===== config.mk =====
export PLATFORM = sky130hd
export DESIGN_NAME = proj_fm_ctrl
export DESIGN_NICKNAME = d
export VERILOG_FILES = /design/src/rtl/proj_fm_pkg.sv /design/src/rtl/proj_fm_bank_flags.sv /design/src/rtl/proj_fm_ctrl.sv
export SDC_FILE = /design/constraint.sdc
export NUM_CORES = 1
export LEC_CHECK = 0
export ABC_AREA = 1
export BUFFER_PORTS_ARGS = -buffer_cell sky130_fd_sc_hd__buf_2
export CORE_ASPECT_RATIO = 1.5
export CORE_MARGIN = 2
export CORE_UTILIZATION = 28
export CTS_CLUSTER_DIAMETER = 120
export DETAILED_ROUTE_END_ITERATION = 8
export GPL_TIMING_DRIVEN = 0
export SYNTH_ARGS = -nofsm -noshare
export SYNTH_HDL_FRONTEND = slang
export SYNTH_SLANG_ARGS = --single-unit

===== constraint.sdc =====
create_clock -name in_clk -period 1.2 [get_ports in_clk]
set_input_delay 0.18 -clock in_clk [delete_from_list [all_inputs] [get_ports in_clk]]
set_output_delay 0.18 -clock in_clk [all_outputs]
set_load 0.005 [all_outputs]

===== src/rtl/proj_fm_pkg.sv =====
// proj_fm_pkg: shared types and constants for the projection feature-map
// buffer controller.
//   rd_state_e         : read-side FSM states
//   DEF_*              : default bank geometry
//   STATS_W            : width of the optional statistics counters
//   sat_inc()          : saturating increment used by the statistics counters
package proj_fm_pkg;

    typedef enum logic [0:0] {
        RD_IDLE   = 1'b0,
        RD_ACTIVE = 1'b1
    } rd_state_e;

    localparam int unsigned DEF_BUFFER_COUNT         = 2;
    localparam int unsigned DEF_BUFFER_SIZE          = 64;
    localparam int unsigned DEF_READ_ADDRESSES_COUNT = 2;

    localparam int unsigned STATS_W = 16;

    function automatic logic [STATS_W-1:0] sat_inc(input logic [STATS_W-1:0] v);
        return (&v) ? v : v + 1'b1;
    endfunction

endpackage


===== src/rtl/proj_fm_bank_flags.sv =====
// proj_fm_bank_flags: per-bank full-flag vector.
// Ports:
//   clk_i, rst_ni      : clock, asynchronous active-low reset
//   clr_all_i          : synchronous clear of every flag (highest priority)
//   set_i, set_idx_i   : set the flag of bank set_idx_i
//   clr_i, clr_idx_i   : clear the flag of bank clr_idx_i
//   full_o             : current flags
// A set and a clear on the same edge always target different banks, so both
// are applied independently.
module proj_fm_bank_flags
    import proj_fm_pkg::*;
#(
    parameter int unsigned BUFFER_COUNT = DEF_BUFFER_COUNT
) (
    input  logic                            clk_i,
    input  logic                            rst_ni,
    input  logic                            clr_all_i,
    input  logic                            set_i,
    input  logic [$clog2(BUFFER_COUNT)-1:0] set_idx_i,
    input  logic                            clr_i,
    input  logic [$clog2(BUFFER_COUNT)-1:0] clr_idx_i,
    output logic [BUFFER_COUNT-1:0]         full_o
);

    logic [BUFFER_COUNT-1:0] full_q, full_d;

    always_comb begin
        full_d = full_q;
        if (clr_i) begin
            full_d[clr_idx_i] = 1'b0;
        end
        if (set_i) begin
            full_d[set_idx_i] = 1'b1;
        end
        if (clr_all_i) begin
            full_d = '0;
        end
    end

    always_ff @(posedge clk_i or negedge rst_ni) begin
        if (!rst_ni) begin
            full_q <= '0;
        end else begin
            full_q <= full_d;
        end
    end

    assign full_o = full_q;

endmodule


===== src/rtl/proj_fm_ctrl.sv =====
// proj_fm_ctrl: ping-pong scheduler for the projection feature-map buffer banks.
// Owns write/read pointers and per-bank full flags; drives FM RAM addressing.
// Ports:
//   in_clk, in_rst_n    : clock, asynchronous active-low reset
//   in_soft_clr         : synchronous clear of pointers, flags and counters
//   in_wr_valid         : producer byte valid
//   out_wr_ready        : byte accepted when high together with in_wr_valid
//   out_we              : RAM write strobe
//   out_wr_idx/waddr    : RAM write bank / byte address
//   out_rd_valid        : read window available
//   in_rd_ready         : consumer takes the window
//   out_rd_idx/raddr    : RAM read bank / window base address
//   out_rdata_valid     : RAM read data valid, one cycle after a window accept
//   out_bank_full       : per-bank full flags
// Optional (macro PROJ_FM_CTRL_STATS_EN): out_wr_stall_cnt, out_rd_stall_cnt,
// out_bank_done_cnt, 16-bit saturating counters.
module proj_fm_ctrl
    import proj_fm_pkg::*;
#(
    parameter int unsigned BUFFER_COUNT         = DEF_BUFFER_COUNT,
    parameter int unsigned BUFFER_SIZE          = DEF_BUFFER_SIZE,
    parameter int unsigned READ_ADDRESSES_COUNT = DEF_READ_ADDRESSES_COUNT
) (
    input  logic                            in_clk,
    input  logic                            in_rst_n,
    input  logic                            in_soft_clr,
    input  logic                            in_wr_valid,
    output logic                            out_wr_ready,
    output logic                            out_we,
    output logic [$clog2(BUFFER_COUNT)-1:0] out_wr_idx,
    output logic [$clog2(BUFFER_SIZE)-1:0]  out_waddr,
    output logic                            out_rd_valid,
    input  logic                            in_rd_ready,
    output logic [$clog2(BUFFER_COUNT)-1:0] out_rd_idx,
    output logic [$clog2(BUFFER_SIZE)-1:0]  out_raddr,
    output logic                            out_rdata_valid,
    output logic [BUFFER_COUNT-1:0]         out_bank_full
`ifdef PROJ_FM_CTRL_STATS_EN
    ,
    output logic [STATS_W-1:0]              out_wr_stall_cnt,
    output logic [STATS_W-1:0]              out_rd_stall_cnt,
    output logic [STATS_W-1:0]              out_bank_done_cnt
`endif
);

    localparam int unsigned IdxW  = $clog2(BUFFER_COUNT);
    localparam int unsigned AddrW = $clog2(BUFFER_SIZE);
    localparam logic [AddrW-1:0] WLast = AddrW'(BUFFER_SIZE - 1);
    localparam logic [AddrW-1:0] RLast = AddrW'(BUFFER_SIZE - READ_ADDRESSES_COUNT);
    localparam logic [AddrW-1:0] RStep = AddrW'(READ_ADDRESSES_COUNT);

    // run_q holds wr_ready low during reset and for the first edge after it.
    logic             run_q;
    logic [IdxW-1:0]  wr_idx_q, wr_idx_d, rd_idx_q, rd_idx_d;
    logic [AddrW-1:0] waddr_q, waddr_d, raddr_q, raddr_d;
    rd_state_e        rd_state_q, rd_state_d;
    logic             rdata_valid_q;

    logic [BUFFER_COUNT-1:0] full;
    logic wr_ready, wr_acc, wr_last;
    logic rd_valid, rd_acc, rd_last;

    assign wr_ready = run_q & ~full[wr_idx_q] & ~in_soft_clr;
    assign wr_acc   = in_wr_valid & wr_ready;
    assign wr_last  = wr_acc & (waddr_q == WLast);

    assign rd_valid = (rd_state_q == RD_ACTIVE);
    // A soft clear overrides the read handshake too.
    assign rd_acc   = rd_valid & in_rd_ready & ~in_soft_clr;
    assign rd_last  = rd_acc & (raddr_q == RLast);

    // Write pointer: waddr wraps naturally at the bank boundary.
    always_comb begin
        waddr_d  = waddr_q;
        wr_idx_d = wr_idx_q;
        if (in_soft_clr) begin
            waddr_d  = '0;
            wr_idx_d = '0;
        end else if (wr_acc) begin
            waddr_d = waddr_q + 1'b1;
            if (wr_last) begin
                wr_idx_d = wr_idx_q + 1'b1;
            end
        end
    end

    // Read FSM: the idle state spends one cycle sampling the bank flag.
    always_comb begin
        rd_state_d = rd_state_q;
        raddr_d    = raddr_q;
        rd_idx_d   = rd_idx_q;
        if (in_soft_clr) begin
            rd_state_d = RD_IDLE;
            raddr_d    = '0;
            rd_idx_d   = '0;
        end else begin
            unique case (rd_state_q)
                RD_IDLE: begin
                    if (full[rd_idx_q]) begin
                        rd_state_d = RD_ACTIVE;
                        raddr_d    = '0;
                    end
                end
                RD_ACTIVE: begin
                    if (rd_acc) begin
                        raddr_d = raddr_q + RStep;
                        if (rd_last) begin
                            raddr_d    = '0;
                            rd_idx_d   = rd_idx_q + 1'b1;
                            rd_state_d = RD_IDLE;
                        end
                    end
                end
                default: rd_state_d = RD_IDLE;
            endcase
        end
    end

    always_ff @(posedge in_clk or negedge in_rst_n) begin
        if (!in_rst_n) begin
            run_q         <= 1'b0;
            wr_idx_q      <= '0;
            waddr_q       <= '0;
            rd_idx_q      <= '0;
            raddr_q       <= '0;
            rd_state_q    <= RD_IDLE;
            rdata_valid_q <= 1'b0;
        end else begin
            run_q         <= 1'b1;
            wr_idx_q      <= wr_idx_d;
            waddr_q       <= waddr_d;
            rd_idx_q      <= rd_idx_d;
            raddr_q       <= raddr_d;
            rd_state_q    <= rd_state_d;
            rdata_valid_q <= rd_acc;
        end
    end

    proj_fm_bank_flags #(
        .BUFFER_COUNT(BUFFER_COUNT)
    ) u_flags (
        .clk_i     (in_clk),
        .rst_ni    (in_rst_n),
        .clr_all_i (in_soft_clr),
        .set_i     (wr_last),
        .set_idx_i (wr_idx_q),
        .clr_i     (rd_last),
        .clr_idx_i (rd_idx_q),
        .full_o    (full)
    );

    assign out_wr_ready    = wr_ready;
    assign out_we          = wr_acc;
    assign out_wr_idx      = wr_idx_q;
    assign out_waddr       = waddr_q;
    assign out_rd_valid    = rd_valid;
    assign out_rd_idx      = rd_idx_q;
    assign out_raddr       = raddr_q;
    assign out_rdata_valid = rdata_valid_q;
    assign out_bank_full   = full;

`ifdef PROJ_FM_CTRL_STATS_EN
    logic [STATS_W-1:0] wr_stall_q, rd_stall_q, done_q;

    always_ff @(posedge in_clk or negedge in_rst_n) begin
        if (!in_rst_n) begin
            wr_stall_q <= '0;
            rd_stall_q <= '0;
            done_q     <= '0;
        end else if (in_soft_clr) begin
            wr_stall_q <= '0;
            rd_stall_q <= '0;
            done_q     <= '0;
        end else begin
            if (in_wr_valid && !wr_ready) begin
                wr_stall_q <= sat_inc(wr_stall_q);
            end
            if (rd_valid && !in_rd_ready) begin
                rd_stall_q <= sat_inc(rd_stall_q);
            end
            if (rd_last) begin
                done_q <= sat_inc(done_q);
            end
        end
    end

    assign out_wr_stall_cnt  = wr_stall_q;
    assign out_rd_stall_cnt  = rd_stall_q;
    assign out_bank_done_cnt = done_q;
`endif

endmodule

# Word level (Yosys, flattened, before mapping)
# Index checks and enable logic that the tools add are counted.
[word_totals] ff_bits=19 inputBits=5 out_inout_bits=20 elab_cells=73
[classes] addsub=4 order_cmp=4 eq_ne=4 n_mux=30 n_bitwise=13 reduce_logical=10
[ops] operator="6-bit two-way mux" n=6
[ops] operator="1-bit two-way mux" n=17
[ops] operator="6-bit equality test, second input constant" n=2
[ops] operator="6-bit case mux with 2 select lines" n=1
[ops] operator="2-bit nonzero test" n=5
[ops] operator="1-bit bitwise AND" n=7
[ops] operator="6-bit by 1-bit adder with 6-bit output, second input constant" n=1
[ops] operator="6-bit by 2-bit adder with 6-bit output, second input constant" n=1
[ops] operator="2-bit two-way mux" n=3
[ops] operator="1-bit by 2-bit less-than comparator with 1-bit output, second input constant" n=2
[ops] operator="2-bit AND reduction" n=2
[ops] operator="3-bit by 2-bit inequality test with 1-bit output, second input constant" n=1
[ops] operator="3-bit inequality test, second input constant" n=1
[ops] operator="1-bit inverter" n=3
[ops] operator="3-bit AND reduction" n=1
[ops] operator="1-bit adder, second input constant" n=2
[ops] operator="2-bit bitwise AND" n=1
[ops] operator="1-bit demux with 1-bit select" n=2
[ops] operator="1-bit greater-or-equal comparator, second input constant" n=2
[ops] operator="1-bit logical AND" n=2
[ops] operator="2-bit inverter" n=1
[ops] operator="2-bit bitwise OR" n=1
[ops] operator="1-bit case mux with 2 select lines" n=1

# Depth between registers and ports, before layout
[depth] depth_word=10 ltp_mapped=8 ltp_nobuf=8

# By module
# A second synthesis with hierarchy kept.
[unflattened] cells_unflattened=127 hier_area_um2=1012.2
[modules_own_cells] module="proj_fm_ctrl" n_inst=1 cells_each=115 area_per_inst_um2=918.4 seq_area_each_um2=400.4
[modules_own_cells] module="proj_fm_bank_flags" n_inst=1 cells_each=12 area_per_inst_um2=93.8 seq_area_each_um2=50.0

# Worst setup path after synthesis
# No wires, ideal clock.
[synth_path] path_kind="register to register" startpoint="reg wr_idx_q, in the netlist out_wr_idx" endpoint="reg waddr_q[4], in the netlist out_waddr[4]" setup_time_ps=66 arrival_time_ps=1101 required_time_ps=1134 path_slack_ps=33 path_stages_with_launch=8 path_buffers=0 period_less_slack_ps=1167 cell_sequence="dfrtp_1 -> nor2_1 -> nor2_4 -> nand2_2 -> nand2_2 -> inv_2 -> nand2_1 -> nand2_1"
[synth_between] elab_chain_len=7
[synth_lines] item="from (decl)" line="proj_fm_ctrl.sv:54" text="logic [IdxW-1:0] wr_idx_q, wr_idx_d, rd_idx_q, rd_idx_d;"
[synth_lines] item="from (signal assigned)" line="proj_fm_ctrl.sv:130" text="wr_idx_q <= wr_idx_d;"
[synth_lines] item="1-bit two-way mux (implied by the code) (2 in a row)" line="proj_fm_ctrl.sv:63" text="assign wr_ready = run_q & ~full[wr_idx_q] & ~in_soft_clr;"
[synth_lines] item="1-bit inverter" line="proj_fm_ctrl.sv:63"
[synth_lines] item="1-bit bitwise AND (2 in a row)" line="proj_fm_ctrl.sv:63"
[synth_lines] item="net out_wr_ready" line="proj_fm_ctrl.sv:28" text="output logic out_wr_ready,"
[synth_lines] item="1-bit bitwise AND" line="proj_fm_ctrl.sv:64" text="assign wr_acc = in_wr_valid & wr_ready;"
[synth_lines] item="2-bit nonzero test (no line)"
[synth_lines] item="to (signal assigned)" line="proj_fm_ctrl.sv:131" text="waddr_q <= waddr_d;"
[synth_lines] item="to (decl)" line="proj_fm_ctrl.sv:55" text="logic [AddrW-1:0] waddr_q, waddr_d, raddr_q, raddr_d;"
# The timed path passes the listed nets, and every way through them passes these cells. The select of a mux whose other input is x is not followed.
# A chain may end at the register's enable or synchronous reset.

# Worst setup path in the final report
[layout_path] startpoint="reg wr_idx_q, in the netlist out_wr_idx" endpoint="out out_we"
[layout_between] elab_chain_len=6
[layout_lines] item="1-bit two-way mux (implied by the code) (2 in a row)" line="proj_fm_ctrl.sv:63"
[layout_lines] item="1-bit inverter" line="proj_fm_ctrl.sv:63"
[layout_lines] item="1-bit bitwise AND (2 in a row)" line="proj_fm_ctrl.sv:63"
[layout_lines] item="1-bit bitwise AND" line="proj_fm_ctrl.sv:64"
[layout_lines] item="to (decl)" line="proj_fm_ctrl.sv:29" text="output logic out_we,"
# No other way between the ends. The select of a mux whose other input is x is not followed.

==> flow_summary.toml <==
[die]
dieArea_sq_um = 3950
die_w_um = 51.99
die_h_um = 75.98
start_util_pct = 28.86
rows = 26
core_sq_um = 3351
io_pins = 25

[pwr]
p_leak_nw = 0.7354
fin_total_pwr_w = 0.001244
ir_drop_uv = 564.2
powerDensity_nw_per_um2 = 850.6

[global_routing]
gr-total-overflow = 0
grt_use_total_pct = 11.82
global_route.usage.met1_pct = 13.78
antenna_found_initial = 0
met2_usage_pct = 19.75
grt_first_pass_wirelength_mm = 3.670
busiest_layer = "met2"
grt_max_degree = 19
grt_pass1_vias = 921
met3_usage_pct = 2.157

[logic_synthesis]
ys_seq_area_share_pct = 46.57
synth-simple-area-share_pct = 35.19
synth_top_area_cell = "dfrtp_1"
synthDistinctLibCells = 24
synth_xor_area_share_pct = 0.9056
synthAdderAreaFrac_pct = 2.587
synth_warnings = 0
synth_nets = 129
netlist_area_sq_um = 967.2
syn-instance-count = 122
yosys-top-cells-area = "dfrtp_1 (47%), nand2_1 (14%), nand3_1 (5.7%), inv_1 (4.7%), nor2_1 (3.9%)"
synth_area_per_cell_sq_um = 7.928
synth-main-ff-cell = "dfrtp_1"
synthArstFlopShare_pct = 100.0
synth_compound_area_share_pct = 7.503
synth_top_area_share_pct = 46.57
ys_seq_elements = 18
synth_edf_count = 0
synth_top_family_by_area = "simple AND/OR/NAND/NOR gates"
synth.area.mux_share_pct = 0

[final_layout]
drive_gt1_share_pct = 49.70
area_growth_syn_to_layout_pct = 51.23
final_nets = 173
fill_cells = 331
n_antenna_cell = 0
final_area_sq_um = 1463
fin_util_pct = 43.65

[sta]
finalSetupViolCount = 12
period_needed_ps = 1328
fmax_ghz = 0.7529
hold_viol_final = 0
period_share_pct = 110.7
rsz0062_at_grt = "true"
finalClockSkew_ps = 2.808
holdWs_ps = 214.5
drv_slew = 0
worst_slack_ps = -128.2

[run_status]
status = "finished, violations left"
violations = "setup timing"

[routing]
drt_iter0_drc = 12
wl_per_cell_um = 11.81
dr.pass1.iters = 4
drc = 0
ant_nets = 0
vias = 971
postRouteWirelength_mm = 2.444
avgViaCountPerCell = 4.691

[critical_path]
cpMaxStageDelayCell = "dfrtp_1"
end_kind = "output port"
crit_type = "register to output port"
worstPathCellList = "buf_6 > nor2_4 > nor3_4 > buf_2"
cp.required_ps = 1020
reg2regPathDepth = 7
critPathMaxStageDelay_ps = 410
path_max_fanout = 4
worst_setup_path_start_kind = "register"
cp.arrival_ps = 1150

[placed_design]
gp_congestion = 0.7829
port_buffers = 23
post_dp_cell_area_sq_um = 1135
place_hpwl_mm = 1.619

[hold_path]
hp-class = "primary input to register"
min_path_cells = 3

[clock_tree]
clkSinkCount = 18
cts_buffers = 3
htreeDepth = 1
clk_transition_reported_paths_ps = 70
max-clock-path-buffers = 2
cts_root_buf = "clkbuf_8"
insertion_delay_ps = 250
tritoncts = "done"

[run]
maxCapViolCount = 0
[per-layer routing]
metal  wire, um  vias up
li1           -      480
met1       1025      467
met2       1313       22
met3         96        2
met4          8        0
met5          0        -
[final cells by class]
class                   instances  area (sq um)  area share [%]
clock buffers                   4         55.05           3.764
flip-flops and latches         18         450.4           30.80
plain buffers                   1         7.507          0.5133
inverters                      14         57.56           3.935
well taps                      42         52.55           3.593
repair buffers                 38         249.0           17.02
multi-input cells              90         590.6           40.38
[path summary, 6_finish.rpt]
kind,start,slack (ps),endpoint
max,out_wr_idx,-130,out_we
min reg2reg,out_waddr[5],570,out_waddr[5]
min,in_rd_ready,210,out_rdata_valid
max reg2reg,out_wr_idx,-50,out_wr_idx
min in group asynchronous,in_rst_n,390,out_raddr[3]
max in group asynchronous,in_rst_n,520,u_flags.full_o[1]
[cells in the final DEF (no fill, tap or decap), drive strengths merged]
master       count
clkbuf           4
nand3           12
nand4            5
o21bai           1
nor2            11
dfrtp           18
nor3             1
dlygate4sd3      1
o21ai            5
conb             2
nand2           41
and3             1
a21oi            5
xor2             1
o21a             1
nand3b           1
a22oi            1
buf             38
inv             14
ha               2
[what timing repair did]
item / in CTS / in global routing
setup buffers: 8 / 6
hold buffers: 1 / 0
cloned: 0 / 1
setup endpoints to repair: 12 / 17
hold endpoints to repair: 18 / 0
pin swaps: 7 / 17
gates resized for setup: 12 / 34
[cell usage after synthesis, types with 2 or more instances]
library cell  instances
nand2_1              37
dfrtp_1              18
inv_1                12
nand3_1              11
nor2_1               10
a21oi_1               5
nand4_1               5
o21ai_0               4
nand2_2               3
conb_1                2
ha_1                  2
[power breakdown]
group	internal [W]	switching, W
sequential	0.000615	0.00000977
combinational	0.0000546	0.0000788
clock	0.000291	0.000195
total	0.000961	0.000284
[critical path: cells and delay by family (launching register included)]
family | cells | cell delay, ps
buf+inv | 2 | 260
simple gates | 2 | 220
flops | 1 | 410
[stage by stage]
| stage | cells | setup TNS (ps) | setup slack [ps] |
|---|---|---|---|
| finish | 207 | -458.3 | -128.2 |
| global route | 207 | -1390 | -180.4 |
| CTS | 200 | -336.4 | -185.4 |
| detailed placement | 187 | -636.9 | -82.25 |
| global placement | 187 | -396.5 | -68.49 |
| floorplan | 122 | 0 | 33.22 |
[state kept, by name, indices dropped and copies added (netlist names)]
name and flops:
out_raddr 5, run_q 1, out_rd_idx 1, out_rdata_valid 1
out_wr_idx 1, u_flags.full_o 2, out_rd_valid 1, out_waddr 6
[logic make-up after synthesis]
logic type / Yosys count
adders and majority gates: 2
buffers and inverters: 15
AOI/OAI and AO/OA: 13
other: 2
xor gates and xnor gates: 1
and+or+nand+nor: 71
DFF: 18
(Power assumes the default switching activity.)
